--- src/rtl/imsic_csr_pkg.sv ---
// Shared encodings for the IMSIC indirect-CSR sequencer: op codes, FSM states,
// interrupt-file CSR offsets and the latched request header.
package imsic_csr_pkg;

  localparam logic [1:0] OP_RD  = 2'b00;
  localparam logic [1:0] OP_WR  = 2'b01;
  localparam logic [1:0] OP_SET = 2'b10;
  localparam logic [1:0] OP_CLR = 2'b11;

  typedef logic [2:0] state_t;
  localparam state_t ST_IDLE    = 3'd0;
  localparam state_t ST_RD      = 3'd1;
  localparam state_t ST_RD_WAIT = 3'd2;
  localparam state_t ST_WR      = 3'd3;
  localparam state_t ST_WR_WAIT = 3'd4;
  localparam state_t ST_RESP    = 3'd5;

  localparam logic [11:0] EIDELIVERY_OFF  = 12'h070;
  localparam logic [11:0] EITHRESHOLD_OFF = 12'h072;
  localparam logic [11:0] EIP0_OFF        = 12'h080;
  localparam logic [11:0] EIE0_OFF        = 12'h0C0;

  typedef struct packed {
    logic [1:0]  op;
    logic [11:0] addr;
  } csr_req_hdr_t;

endpackage

--- src/rtl/imsic_csr_seq_if.sv ---
// Hart-side CSR request/response channel of the IMSIC CSR sequencer.
interface imsic_csr_seq_if #(
  parameter int XLEN            = 64,
  parameter int INTP_FILE_WIDTH = 3
);
  logic                       req_valid;
  logic                       req_ready;
  logic [1:0]                 req_op;
  logic [11:0]                req_addr;
  logic [INTP_FILE_WIDTH-1:0] req_file;
  logic [XLEN-1:0]            req_wdata;
  logic                       rsp_valid;
  logic                       rsp_ready;
  logic [XLEN-1:0]            rsp_rdata;
  logic                       rsp_illegal;

  modport master (
    output req_valid, req_op, req_addr, req_file, req_wdata, rsp_ready,
    input  req_ready, rsp_valid, rsp_rdata, rsp_illegal
  );

  modport slave (
    input  req_valid, req_op, req_addr, req_file, req_wdata, rsp_ready,
    output req_ready, rsp_valid, rsp_rdata, rsp_illegal
  );
endinterface

--- src/rtl/imsic_csr_seq.sv ---
// Sequences one indirect CSR access at a time into the IMSIC register file;
// set/clear run as read-then-write with the merge done between the two strobes.
module imsic_csr_seq
  import imsic_csr_pkg::*;
#(
  parameter int XLEN            = 64,
  parameter int INTP_FILE_WIDTH = 3
) (
  input  logic                       clk,
  input  logic                       rstn,
  imsic_csr_seq_if.slave             csr,
  output logic [11:0]                rf_csr_addr,
  output logic [INTP_FILE_WIDTH-1:0] rf_intp_file_sel,
  output logic                       rf_csr_rd,
  output logic                       rf_wdata_vld,
  output logic [XLEN-1:0]            rf_wdata,
  input  logic                       rf_rdata_vld,
  input  logic [XLEN-1:0]            rf_rdata,
  input  logic                       rf_illegal
);

  state_t          state, state_nx;
  csr_req_hdr_t    hdr_q;
  logic [XLEN-1:0] mask_q;
  logic            accept;
  logic            rd_ill;
  logic [XLEN-1:0] merged;

  assign accept      = csr.req_valid & csr.req_ready;
  // A missing read-data valid is a protocol error and is folded into illegal.
  assign rd_ill      = rf_illegal | ~rf_rdata_vld;
  assign merged      = (hdr_q.op == OP_SET) ? (rf_rdata | mask_q) : (rf_rdata & ~mask_q);
  assign rf_csr_addr = hdr_q.addr;

  always_comb begin
    state_nx = state;
    unique case (state)
      ST_IDLE:    if (accept) state_nx = (csr.req_op == OP_WR) ? ST_WR : ST_RD;
      ST_RD:      state_nx = ST_RD_WAIT;
      ST_RD_WAIT: state_nx = (hdr_q.op == OP_RD || rd_ill) ? ST_RESP : ST_WR;
      ST_WR:      state_nx = ST_WR_WAIT;
      ST_WR_WAIT: state_nx = ST_RESP;
      ST_RESP:    if (csr.rsp_ready) state_nx = ST_IDLE;
      default:    state_nx = ST_IDLE;
    endcase
  end

  // Strobes and handshake flags are decoded from the next state so every output is a flop.
  always_ff @(posedge clk or negedge rstn) begin
    if (!rstn) begin
      state            <= ST_IDLE;
      hdr_q            <= '0;
      mask_q           <= '0;
      rf_intp_file_sel <= '0;
      rf_wdata         <= '0;
      rf_csr_rd        <= 1'b0;
      rf_wdata_vld     <= 1'b0;
      csr.req_ready    <= 1'b1;
      csr.rsp_valid    <= 1'b0;
      csr.rsp_rdata    <= '0;
      csr.rsp_illegal  <= 1'b0;
    end else begin
      state         <= state_nx;
      csr.req_ready <= (state_nx == ST_IDLE);
      rf_csr_rd     <= (state_nx == ST_RD);
      rf_wdata_vld  <= (state_nx == ST_WR);
      csr.rsp_valid <= (state_nx == ST_RESP);
      if (state == ST_IDLE && accept) begin
        hdr_q            <= '{op: csr.req_op, addr: csr.req_addr};
        mask_q           <= csr.req_wdata;
        rf_intp_file_sel <= csr.req_file;
        rf_wdata         <= csr.req_wdata;
        csr.rsp_rdata    <= '0;
        csr.rsp_illegal  <= 1'b0;
      end
      if (state == ST_RD_WAIT) begin
        csr.rsp_illegal <= rd_ill;
        csr.rsp_rdata   <= rd_ill ? '0 : rf_rdata;
        rf_wdata        <= merged;
      end
      // Old value stays in rsp_rdata even if the write half is rejected.
      if (state == ST_WR_WAIT) csr.rsp_illegal <= rf_illegal;
    end
  end

endmodule
--- src/flat_wrapper.sv ---
// flat-port wrapper written by rule: the top's interface ports become plain ports
module imsic_csr_seq_flat import imsic_csr_pkg::*;
#(
  parameter int XLEN            = 64,
  parameter int INTP_FILE_WIDTH = 3
)
  (clk, rstn, rf_csr_addr, rf_intp_file_sel, rf_csr_rd, rf_wdata_vld, rf_wdata, rf_rdata_vld, rf_rdata, rf_illegal, csr_req_valid, csr_req_op, csr_req_addr, csr_req_file, csr_req_wdata, csr_rsp_ready, csr_req_ready, csr_rsp_valid, csr_rsp_rdata, csr_rsp_illegal);
  imsic_csr_seq_if #(.XLEN(XLEN), .INTP_FILE_WIDTH(INTP_FILE_WIDTH)) csr_i ();
  input  logic clk;
  input  logic rstn;
  output logic [11:0] rf_csr_addr;
  output logic [INTP_FILE_WIDTH-1:0] rf_intp_file_sel;
  output logic rf_csr_rd;
  output logic rf_wdata_vld;
  output logic [XLEN-1:0] rf_wdata;
  input  logic rf_rdata_vld;
  input  logic [XLEN-1:0] rf_rdata;
  input  logic rf_illegal;
  input wire logic [$bits(csr_i.req_valid)-1:0] csr_req_valid;
  input wire logic [$bits(csr_i.req_op)-1:0] csr_req_op;
  input wire logic [$bits(csr_i.req_addr)-1:0] csr_req_addr;
  input wire logic [$bits(csr_i.req_file)-1:0] csr_req_file;
  input wire logic [$bits(csr_i.req_wdata)-1:0] csr_req_wdata;
  input wire logic [$bits(csr_i.rsp_ready)-1:0] csr_rsp_ready;
  output wire logic [$bits(csr_i.req_ready)-1:0] csr_req_ready;
  output wire logic [$bits(csr_i.rsp_valid)-1:0] csr_rsp_valid;
  output wire logic [$bits(csr_i.rsp_rdata)-1:0] csr_rsp_rdata;
  output wire logic [$bits(csr_i.rsp_illegal)-1:0] csr_rsp_illegal;
  assign csr_i.req_valid = csr_req_valid;
  assign csr_i.req_op = csr_req_op;
  assign csr_i.req_addr = csr_req_addr;
  assign csr_i.req_file = csr_req_file;
  assign csr_i.req_wdata = csr_req_wdata;
  assign csr_i.rsp_ready = csr_rsp_ready;
  assign csr_req_ready = csr_i.req_ready;
  assign csr_rsp_valid = csr_i.rsp_valid;
  assign csr_rsp_rdata = csr_i.rsp_rdata;
  assign csr_rsp_illegal = csr_i.rsp_illegal;
  imsic_csr_seq #(.XLEN(XLEN), .INTP_FILE_WIDTH(INTP_FILE_WIDTH)) u_core (.clk(clk), .rstn(rstn), .csr(csr_i), .rf_csr_addr(rf_csr_addr), .rf_intp_file_sel(rf_intp_file_sel), .rf_csr_rd(rf_csr_rd), .rf_wdata_vld(rf_wdata_vld), .rf_wdata(rf_wdata), .rf_rdata_vld(rf_rdata_vld), .rf_rdata(rf_rdata), .rf_illegal(rf_illegal));
endmodule
--- config.mk ---
export PLATFORM = sky130hd
export DESIGN_NAME = imsic_csr_seq_flat
export DESIGN_NICKNAME = d
export VERILOG_FILES = /design/src/rtl/imsic_csr_pkg.sv /design/src/rtl/imsic_csr_seq_if.sv /design/src/rtl/imsic_csr_seq.sv /design/src/flat_wrapper.sv
export SDC_FILE = /design/constraint.sdc
export NUM_CORES = 1
export LEC_CHECK = 0
export ABC_CLOCK_PERIOD_IN_PS = 1800
export CORE_MARGIN = 4
export CORE_UTILIZATION = 45
export DETAILED_ROUTE_END_ITERATION = 12
export GPL_TIMING_DRIVEN = 0
export PLACE_DENSITY = 0.78
export SLEW_MARGIN = 25
export SYNTH_ARGS = -nofsm -noshare
export SYNTH_HDL_FRONTEND = slang
export SYNTH_SLANG_ARGS = --single-unit
--- constraint.sdc ---
create_clock -name clk -period 1.8 [get_ports clk]
set_input_delay 0.18 -clock clk [delete_from_list [all_inputs] [get_ports clk]]
set_output_delay 0.18 -clock clk [all_outputs]
set_load 0.02 [all_outputs]
==> results.toml <==
[clock_network]
clock_latency_ns = 0.51
cts_buffer_depth = 3
cts_tree = "yes"
cts_buffers = 24
ctsHtreeMaxLevel = 1
clock-sinks = 217
path_clk_slew_ns = 0.06
ctsRootBufferMaster = "clkbuf_16"

[layout]
area_growth_pct = 48.1
finalNonFillerCells = 1280
fillCellCount = 1529
most-common-layout-cells = "clkdlybuf4s50_1, dfrtp_1, mux2_2"
layout_commonest_cell = "clkdlybuf4s50_1"
nNetsFinal = 1147
drive_gt1_share_pct = 26.2
fin_util_pct = 67.8
antenna_cells = 0

[logic_synthesis]
syn-cell-area_um2 = 9300
ys_top_cells_by_area = "dfrtp_1, mux2_2, a221o_1"
async_flop_share_pct = 100
yosys.area.top_type_share_pct = 58.1
synthSimpleGateAreaFrac_pct = 5.64
synthAdderAreaFrac_pct = 0
syn_avg_cell_area_um2 = 14.1
synth_edf_count = 0
yosysWarningCount = 0
synth_mux_area_share_pct = 17.6
synth_cell_types = 32
synth_cells = 661
yosysSeqAreaShare_pct = 58.4
yosys.area.top_type = "dfrtp_1"
synth_ff_type = "dfrtp_1"
synthXorXnorAreaFrac_pct = 0
syn-num-nets = 812
synth-seq-cells = 217
synth_compound_gate_area_share_pct = 14.1
synth_top_family_by_area = "multiplexers"

[drt]
firstDrtPassIters = 4
vias = 7086
vias_per_cell = 5.54
wl_per_cell_um = 21.8
drc = 0
drt_wl_total_mm = 27.9
drtAntennaViolNets = 0
drt_iter0_drc = 212

[timing]
setup_viol = 0
slew_headroom_pct = 65.8
finClkSkew_ns = 0.0131
fin_ws_ns = 0.0364
tightestPinTransition_ns = 0.514
drv_slew = 0
timing.final.crit_share_pct = 98.0
hold_viol = 0
rsz0062_at_grt = "yes"
fin_crit_ns = 1.76
fmax_ghz = 0.567

[die]
fp.dieW_um = 152
initial_core_util_pct = 45.8
pin_count = 299
dieArea_um2 = 23000
core_area_um2 = 20300
row_count = 52
die_y_um = 152

[worst_setup_path]
cp_max_fo = 7
critPathArrivalTime_ns = 2.16
endpoint_kind = "flip-flop"
reg2reg_depth = 6
cp.required_ns = 2.19
crit_type = "reg -> reg"
cp-start-kind = "flip-flop"

[place]
gp_congestion = 0.795
placed_cells = 1231
dp_hpwl_mm = 19.8
io_buffer_count = 298
pre_cts_slack_ns = -0.547

[flow_run]
cap_violations = 0

[pwr]
p_per_area_nw_per_um2 = 1820
leakagePower_uw = 0.00622
irDropWorstVdd_uv = 1180

[grt]
grt_pass1_wl_mm = 42.0
track_usage_pct = 23.5
grt_pass1_vias = 7388
grt-ovfl-total = 0
grt_max_degree = 80
antenna_found_initial = 1

[worst_hold_path]
hp-class = "in -> async"

[run_status]
status = "finished, final reports clean"
## path summary, 6_finish.rpt
| path | from | end | slack [ns] |
|---|---|---|---|
| setup reg to reg | u_core.state[0] | u_core.rf_wdata[50] | 0.04 |
| hold / removal | rstn | u_core.csr.rsp_rdata[27] | 0.22 |
| max in group asynchronous | rstn | u_core.csr.req_ready | 0.78 |
| hold reg to reg | u_core.csr.rsp_rdata[2] | u_core.csr.rsp_rdata[2] | 0.50 |
| setup / recovery | u_core.state[0] | u_core.rf_wdata[50] | 0.04 |
| min in group clk | csr_req_addr[0] | u_core.rf_csr_addr[0] | 0.28 |
## where the power goes
group	internal, µW	switching (µW)	leakage (µW)
registers	7120	1320	0.00275
logic	6390	5390	0.00308
clock network	2950	1930	0.000385
total	16500	8640	0.00622
## synth_stat cells (2+ instances only)
| master | instances |
|---|---|
| nor2_1 | 2 |
| clkbuf_1 | 28 |
| o21ai_0 | 2 |
| dfrtp_1 | 216 |
| nand2b_1 | 4 |
| a21oi_1 | 7 |
| and2_1 | 2 |
| buf_4 | 12 |
| buf_2 | 24 |
| nor3_1 | 2 |
| a221o_1 | 64 |
| a22o_1 | 64 |
| and3_1 | 65 |
| mux2_2 | 145 |
| buf_6 | 7 |
## area by class of cell
| class | count | area, µm² | area share [%] |
|---|---|---|---|
| clock inverters | 4 | 51.3 | 0.373 |
| inverters | 1 | 3.75 | 0.0273 |
| repair buffers | 310 | 3190 | 23.2 |
| multi-input cells | 372 | 3490 | 25.4 |
| plain buffers | 70 | 528 | 3.83 |
| flip-flops and latches | 217 | 5430 | 39.4 |
| well taps | 270 | 338 | 2.45 |
| clock buffers | 36 | 737 | 5.35 |
## critical path, stage by stage (launching register included)
cell	delay (ns)
dfrtp_1	0.40
buf_6	0.14
or2_1	0.22
o21bai_4	0.22
clkbuf_16	0.19
clkbuf_16	0.16
a221o_1	0.31
## sequential cells by signal, summed over array words and instances (netlist names)
| name | cells |
|---|---|
| u_core.rf_wdata_vld | 1 |
| u_core.csr.rsp_valid | 1 |
| u_core.rf_csr_rd | 1 |
| u_core.state | 3 |
| u_core.csr.rsp_illegal | 1 |
| u_core.csr.rsp_rdata | 64 |
| u_core.hdr_q | 2 |
| u_core.rf_intp_file_sel | 3 |
| u_core.csr.req_ready | 1 |
| u_core.rf_wdata | 64 |
| u_core.mask_q | 64 |
| u_core.rf_csr_addr | 12 |
## cells by family (layout without fill, tap and decap cells)
kind of cell           Yosys count  count (layout)
flip-flops                     217             217
multiplexers                   145             145
AO/OA/AOI/OAI                  144             144
AND/OR/NAND/NOR                 83              83
buffers and inverters           72             421
## stage by stage
stage,hold WS (ns),TNS (ns),area [µm²],power [µW]
CTS,0.221,0,13600,25000
global route,0.252,-0.208,13800,26400
detailed placement,0.168,-66.64,12700,19800
floorplan,-0.116,0,9300,14900
global placement,0.487,-1977.61,12600,19600
finish,0.222,0,13800,25100
## routing by layer
metal | wire length (µm) | track usage (%)
met1 | 11300 | 30.6
met4 | 772 | 6.38
met5 | 8 | 0
met2 | 13500 | 38.6
met3 | 2200 | 7.02
## repair_timing
action / CTS / global route
cloned: 0 / 3
pin swaps: 1 / 28
gates resized for setup: 50 / 25
buffers inserted: 3 / 3
endpoints found under the hold margin: 64 / 0
endpoints found under the setup margin: 206 / 202
hold buffers: 1 / 0
Note: power is estimated with default switching activity, not from simulation.
==> RTL change 1: new RTL, same settings <==
`INTP_FILE_WIDTH` is set to 3 in 3 places; all go to 2.
--- a/src/rtl/imsic_csr_seq_if.sv
+++ b/src/rtl/imsic_csr_seq_if.sv
@@ -2,5 +2,5 @@
 interface imsic_csr_seq_if #(
   parameter int XLEN            = 64,
-  parameter int INTP_FILE_WIDTH = 3
+  parameter int INTP_FILE_WIDTH = 2
 );
   logic                       req_valid;
--- a/src/rtl/imsic_csr_seq.sv
+++ b/src/rtl/imsic_csr_seq.sv
@@ -5,5 +5,5 @@
 #(
   parameter int XLEN            = 64,
-  parameter int INTP_FILE_WIDTH = 3
+  parameter int INTP_FILE_WIDTH = 2
 ) (
   input  logic                       clk,
--- a/src/flat_wrapper.sv
+++ b/src/flat_wrapper.sv
@@ -3,5 +3,5 @@
 #(
   parameter int XLEN            = 64,
-  parameter int INTP_FILE_WIDTH = 3
+  parameter int INTP_FILE_WIDTH = 2
 )
   (clk, rstn, rf_csr_addr, rf_intp_file_sel, rf_csr_rd, rf_wdata_vld, rf_wdata, rf_rdata_vld, rf_rdata, rf_illegal, csr_req_valid, csr_req_op, csr_req_addr, csr_req_file, csr_req_wdata, csr_rsp_ready, csr_req_ready, csr_rsp_valid, csr_rsp_rdata, csr_rsp_illegal);
Interface: changed (resized csr_req_file and rf_intp_file_sel); port bits go from 299 to 297. The function was not compared with the original's and may differ.
==> RTL change 1 against the unedited design <==
  * Routed wire length is 0.87% lower
  * Power is 0.49% lower
  * Non-clock buffer count is 2 lower
  * Count of clock-buffer cells in the layout is 1 higher
  * Synthesized area is 0.39% lower
  * Global-route usage is 0.13 points lower
  * Sequential cell count is 1 lower
  * Final area is 0.58% lower
  * Die area is 0.37% lower
  * Synthesized cell count is 0.30% lower
  * Clock skew is 0.0035 ns lower
  * Utilization is 0.18 points lower
  * Worst setup slack worse by 0.019 ns
==> RTL change 1: results (changes against the unedited design) <==
status: "finished clean"
vias: 6965  # -1.7%
whs_ns: 0.2286  # +0.006119 ns
dp_hpwl_um: 19540  # -1.2%
tightest_slew_ns: 0.6158  # +0.1021 ns
syn-mean-instance-area_um2: 14.05  # about the same
fin_skew_ns: 0.009572  # -0.003548 ns
setup_slack_ns: 0.01759  # -0.01879 ns
wl_per_cell_um: 21.57  # -0.87%
numCtsBuffers: 25  # +4.2%
antenna_found_initial: 0  # -1
ir_drop_uv: 1012  # -15%
reg2reg_from: "u_core.state[0]"
synth_area_leaders: "dfrtp_1 58%, mux2_2 18%, a221o_1 6.9%, a22o_1 6.1%, and3_1 4.4%"
clk_pin_slew_worst_paths_ns: 0.06  # about the same
grt_max_degree: 82  # +2.5%
grt_pass1_vias: 7488  # +1.4%
timing.rr.end: "u_core.rf_wdata[56]"
nNetsFinal: 1143  # -0.35%
grt_pass1_wl_um: 41980  # about the same
synth_common_cells: "215 x dfrtp_1, 144 x mux2_2, 65 x and3_1"
drt_iter0_drc: 197  # -7.1%
ys_async_sr_fraction_pct: 100.0  # unchanged
dp.cells: 1227  # -0.32%
filler_cell_count: 1474  # -3.6%
grt_use_total_pct: 23.39  # -0.13 points
p_leak_nw: 6.189  # -0.44%
placed_area_um2: 12620  # -0.44%
syn_nets: 809  # -0.37%
gp_congestion: 0.7870  # -1.0%
hold_path_class: "input pin to asynchronous set/reset pin"
drive_gt1_share_pct: 25.87  # -0.37 points
critPathMaxFanout: 10  # +3
numPortBuffers: 296  # -0.67%
## RTL change 1: area by class of cell
| class | count | area share (%) |
|---|---|---|
| Antenna cell | 1 | 0.01828 |
| Buffer | 70 | 3.683 |
| Clock buffer | 37 | 5.264 |
| Clock inverter | 6 | 0.6306 |
| Inverter | 1 | 0.02742 |
| Multi-Input combinational cell | 371 | 25.40 |
| Sequential cell | 216 | 39.49 |
| Tap cell | 270 | 2.468 |
| Timing Repair Buffer | 308 | 23.02 |
## RTL change 1: worst max path at each step
stage / end / depth (start not counted)
after global placement: u_core.rf_csr_addr[0] / 1
final: u_core.rf_wdata[56] / 6
after floorplan: u_core.hdr_q[12] / 5
after detailed placement: u_core.rf_wdata[56] / 6
after global routing: u_core.csr.rsp_rdata[58] / 6
after CTS: u_core.rf_wdata[20] / 5
## RTL change 1: kinds of logic (layout without fill, tap and decap cells)
kind of cell / after synthesis / count (layout) / synth area share, %
AND/OR/NAND/NOR: 83 / 83 / 5.661
AO/OA/AOI/OAI: 144 / 144 / 14.16
multiplexers: 144 / 144 / 17.51
flip-flops: 216 / 216 / 58.38
other: 0 / 1 / 0
buffers and inverters: 72 / 422 / 4.296
## RTL change 1: metal layers
metal / up-vias / global-route usage, % / share of wire (%) / wire, um
met5: - / 0 / 0 / 0
met4: 0 / 5.893 / 2.6 / 705
met3: 49 / 7.733 / 9.0 / 2485
met2: 267 / 38.56 / 47 / 12920
met1: 3464 / 29.91 / 42 / 11510
li1: 3185 / - / - / -
## RTL change 1: critical path: stages (launching register included)
cell and delay, ns:
dfrtp_1 0.39, buf_6 0.13, or2_1 0.24, o21bai_4 0.22
clkbuf_16 0.18, buf_6 0.14, a221o_1 0.35
## RTL change 1: power breakdown
part / switching, mW / internal, mW / total, mW / leakage, nW
clock network: 1.95 / 3.04 / 4.99 / 0.393
logic: 5.36 / 6.23 / 11.6 / 3.05
registers: 1.31 / 7.09 / 8.40 / 2.74
total: 8.61 / 16.4 / 25.0 / 6.19
## RTL change 1: repair_timing
action | CTS | global route
endpoints found under the hold margin | 72 | 0
endpoints found under the setup margin | 205 | 147
buffers inserted | 6 | 2
pin swaps | 2 | 1
cloned | 0 | 1
resized for setup | 46 | 17
hold buffers | 1 | 0
## RTL change 1: metrics by stage
step | total power [mW] | utilization, %
final | 24.97 | 67.66
after global routing | 26.29 | 67.65
after CTS | 25.06 | 67.28
after detailed placement | 19.76 | 62.39
after global placement | 19.49 | 62.08
after floorplan | 14.79 | -
==> RTL change 2: new RTL, config.mk and constraints unchanged <==
Without the edit above. Reset style: synchronous (`rstn`), changed in one clocked block.
--- a/src/rtl/imsic_csr_seq.sv
+++ b/src/rtl/imsic_csr_seq.sv
@@ -47,5 +47,5 @@
 
   // Strobes and handshake flags are decoded from the next state so every output is a flop.
-  always_ff @(posedge clk or negedge rstn) begin
+  always_ff @(posedge clk) begin
     if (!rstn) begin
       state            <= ST_IDLE;
Formal check against the unedited RTL: differs if rstn is asserted again (counterexample within 4 cycles, from zero or initial values and one cycle with rstn low); with rstn held inactive, the same outputs for 4 cycles.
==> RTL change 2 against the unedited design <==
  * Hold slack worse by 0.12 ns
  * Worst setup slack better by 0.026 ns
  * Utilization down 2.0 points
  * Global-route usage is 4.8 points higher
  * Clock skew is 0.0033 ns lower
  * Routed wire length grew 30%
  * Count of clock-buffer cells in the layout fell by 6
  * Synthesized area is 4.1% higher
  * Sequential cell count unchanged
  * Final area grew 0.81%
  * Synthesized cell count increased by 76%
Power is not compared: it rests on default switching activity, and its combinational part moved more than twofold at a synthesized area within 25%.
==> RTL change 2: results (changes against the unedited design) <==
antenna_found_initial: 3  # +2
vias: 10498  # +48%
multi_input_gates: 790  # +110%
dominantRegCellSynth: "dfxtp_1"
grt.met3_usage_pct: 6.016  # -1.0 points
vias_per_cell: 5.908  # +6.7%
timing.rr.end: "u_core.rf_wdata[11]"
finalCriticalPeriod_ns: 1.737  # -0.02614 ns
dp_hpwl_um: 26060  # +32%
grt_pass1_wl_um: 55290  # +32%
hold_path_class: "input pin to register"
wl_per_cell_um: 20.45  # -6.0%
num_rows: 53  # +1.9%
syn-mean-instance-area_um2: 8.340  # -41%
critPathSlowestCell: "a221oi_1"
multi_input_area_share_pct: 33.03  # +7.7 points
grt_max_degree: 14  # -83%
drive_gt1_share_pct: 8.788  # -17 points
ys_async_sr_fraction_pct: 0  # -100 points
multi_input_area_um2: 4586  # +31%
flops_and_latches: 217  # unchanged
critPathMaxFanout: 10  # +3
clk_share_pct: 5.922  # +0.20 points
cpPeakStageDelay_ns: 0.35  # -0.05 ns
wl_met2_um: 17040  # +26%
reg2reg_slack_ns: 0.06  # +0.03 ns
yosysUniqueCellTypes: 34  # +6.3%
tightest_slew_ns: 0.9392  # +0.4255 ns
wirelength_met1_um: 15060  # +33%
buffers: 449  # +18%
filler_cell_count: 1825  # +19%
place_ws_ns: -0.5588  # -0.01178 ns
clkbuf_count: 30  # -17%
whs_ns: 0.09780  # -0.1247 ns
status: "finished clean"
critPathArrivalTime_ns: 2.13  # -0.03 ns
numPortBuffers: 297  # -0.34%
drt_iter0_drc: 788  # +270%
synth_common_cells: "217 x dfxtp_1, 211 x a21oi_1, 162 x o21ai_0"
inv_count: 3  # +2
cpLargestDelayFamily: "buffers and inverters"
dp.cells: 1733  # +41%
cp-startpoint: "u_core.state[0]"
placed_area_um2: 13000  # +2.5%
ys_seq_area_share_pct: 44.86  # -14 points
drtPass1Iterations: 5  # +1
syn_nets: 1312  # +62%
fin_skew_ns: 0.009822  # -0.003298 ns
seq-cell-share_pct: 31.32  # -8.1 points
RTL change 2: repair_timing:
action,CTS,global route
setup endpoints to repair,158,148
hold endpoints to repair,1,0
setup buffers,0,0
gates resized for setup,7,47
hold buffers,1,0
RTL change 2: cell families after synthesis:
logic type      after synthesis  share of synthesized area [%]
flops                       217                          44.86
compound gates              498                          28.56
buf+inv                     154                          7.843
simple gates                228                          12.12
mux                          64                          6.616
RTL change 2: power by group:
group / switching [mW] / internal [mW] / total [mW] / leakage (nW)
logic: 2.86 / 1.93 / 4.79 / 2.76
registers: 0.329 / 5.32 / 5.65 / 1.77
clock network: 2.02 / 3.08 / 5.10 / 0.402
RTL change 2: worst reg2reg max path: cells and delay by family (launching register included):
kind / cells / cell delay, ns
AND/OR/NAND/NOR: 1 / 0.16
flip-flops: 1 / 0.31
buffers and inverters: 3 / 0.69
AO/OA/AOI/OAI: 2 / 0.46
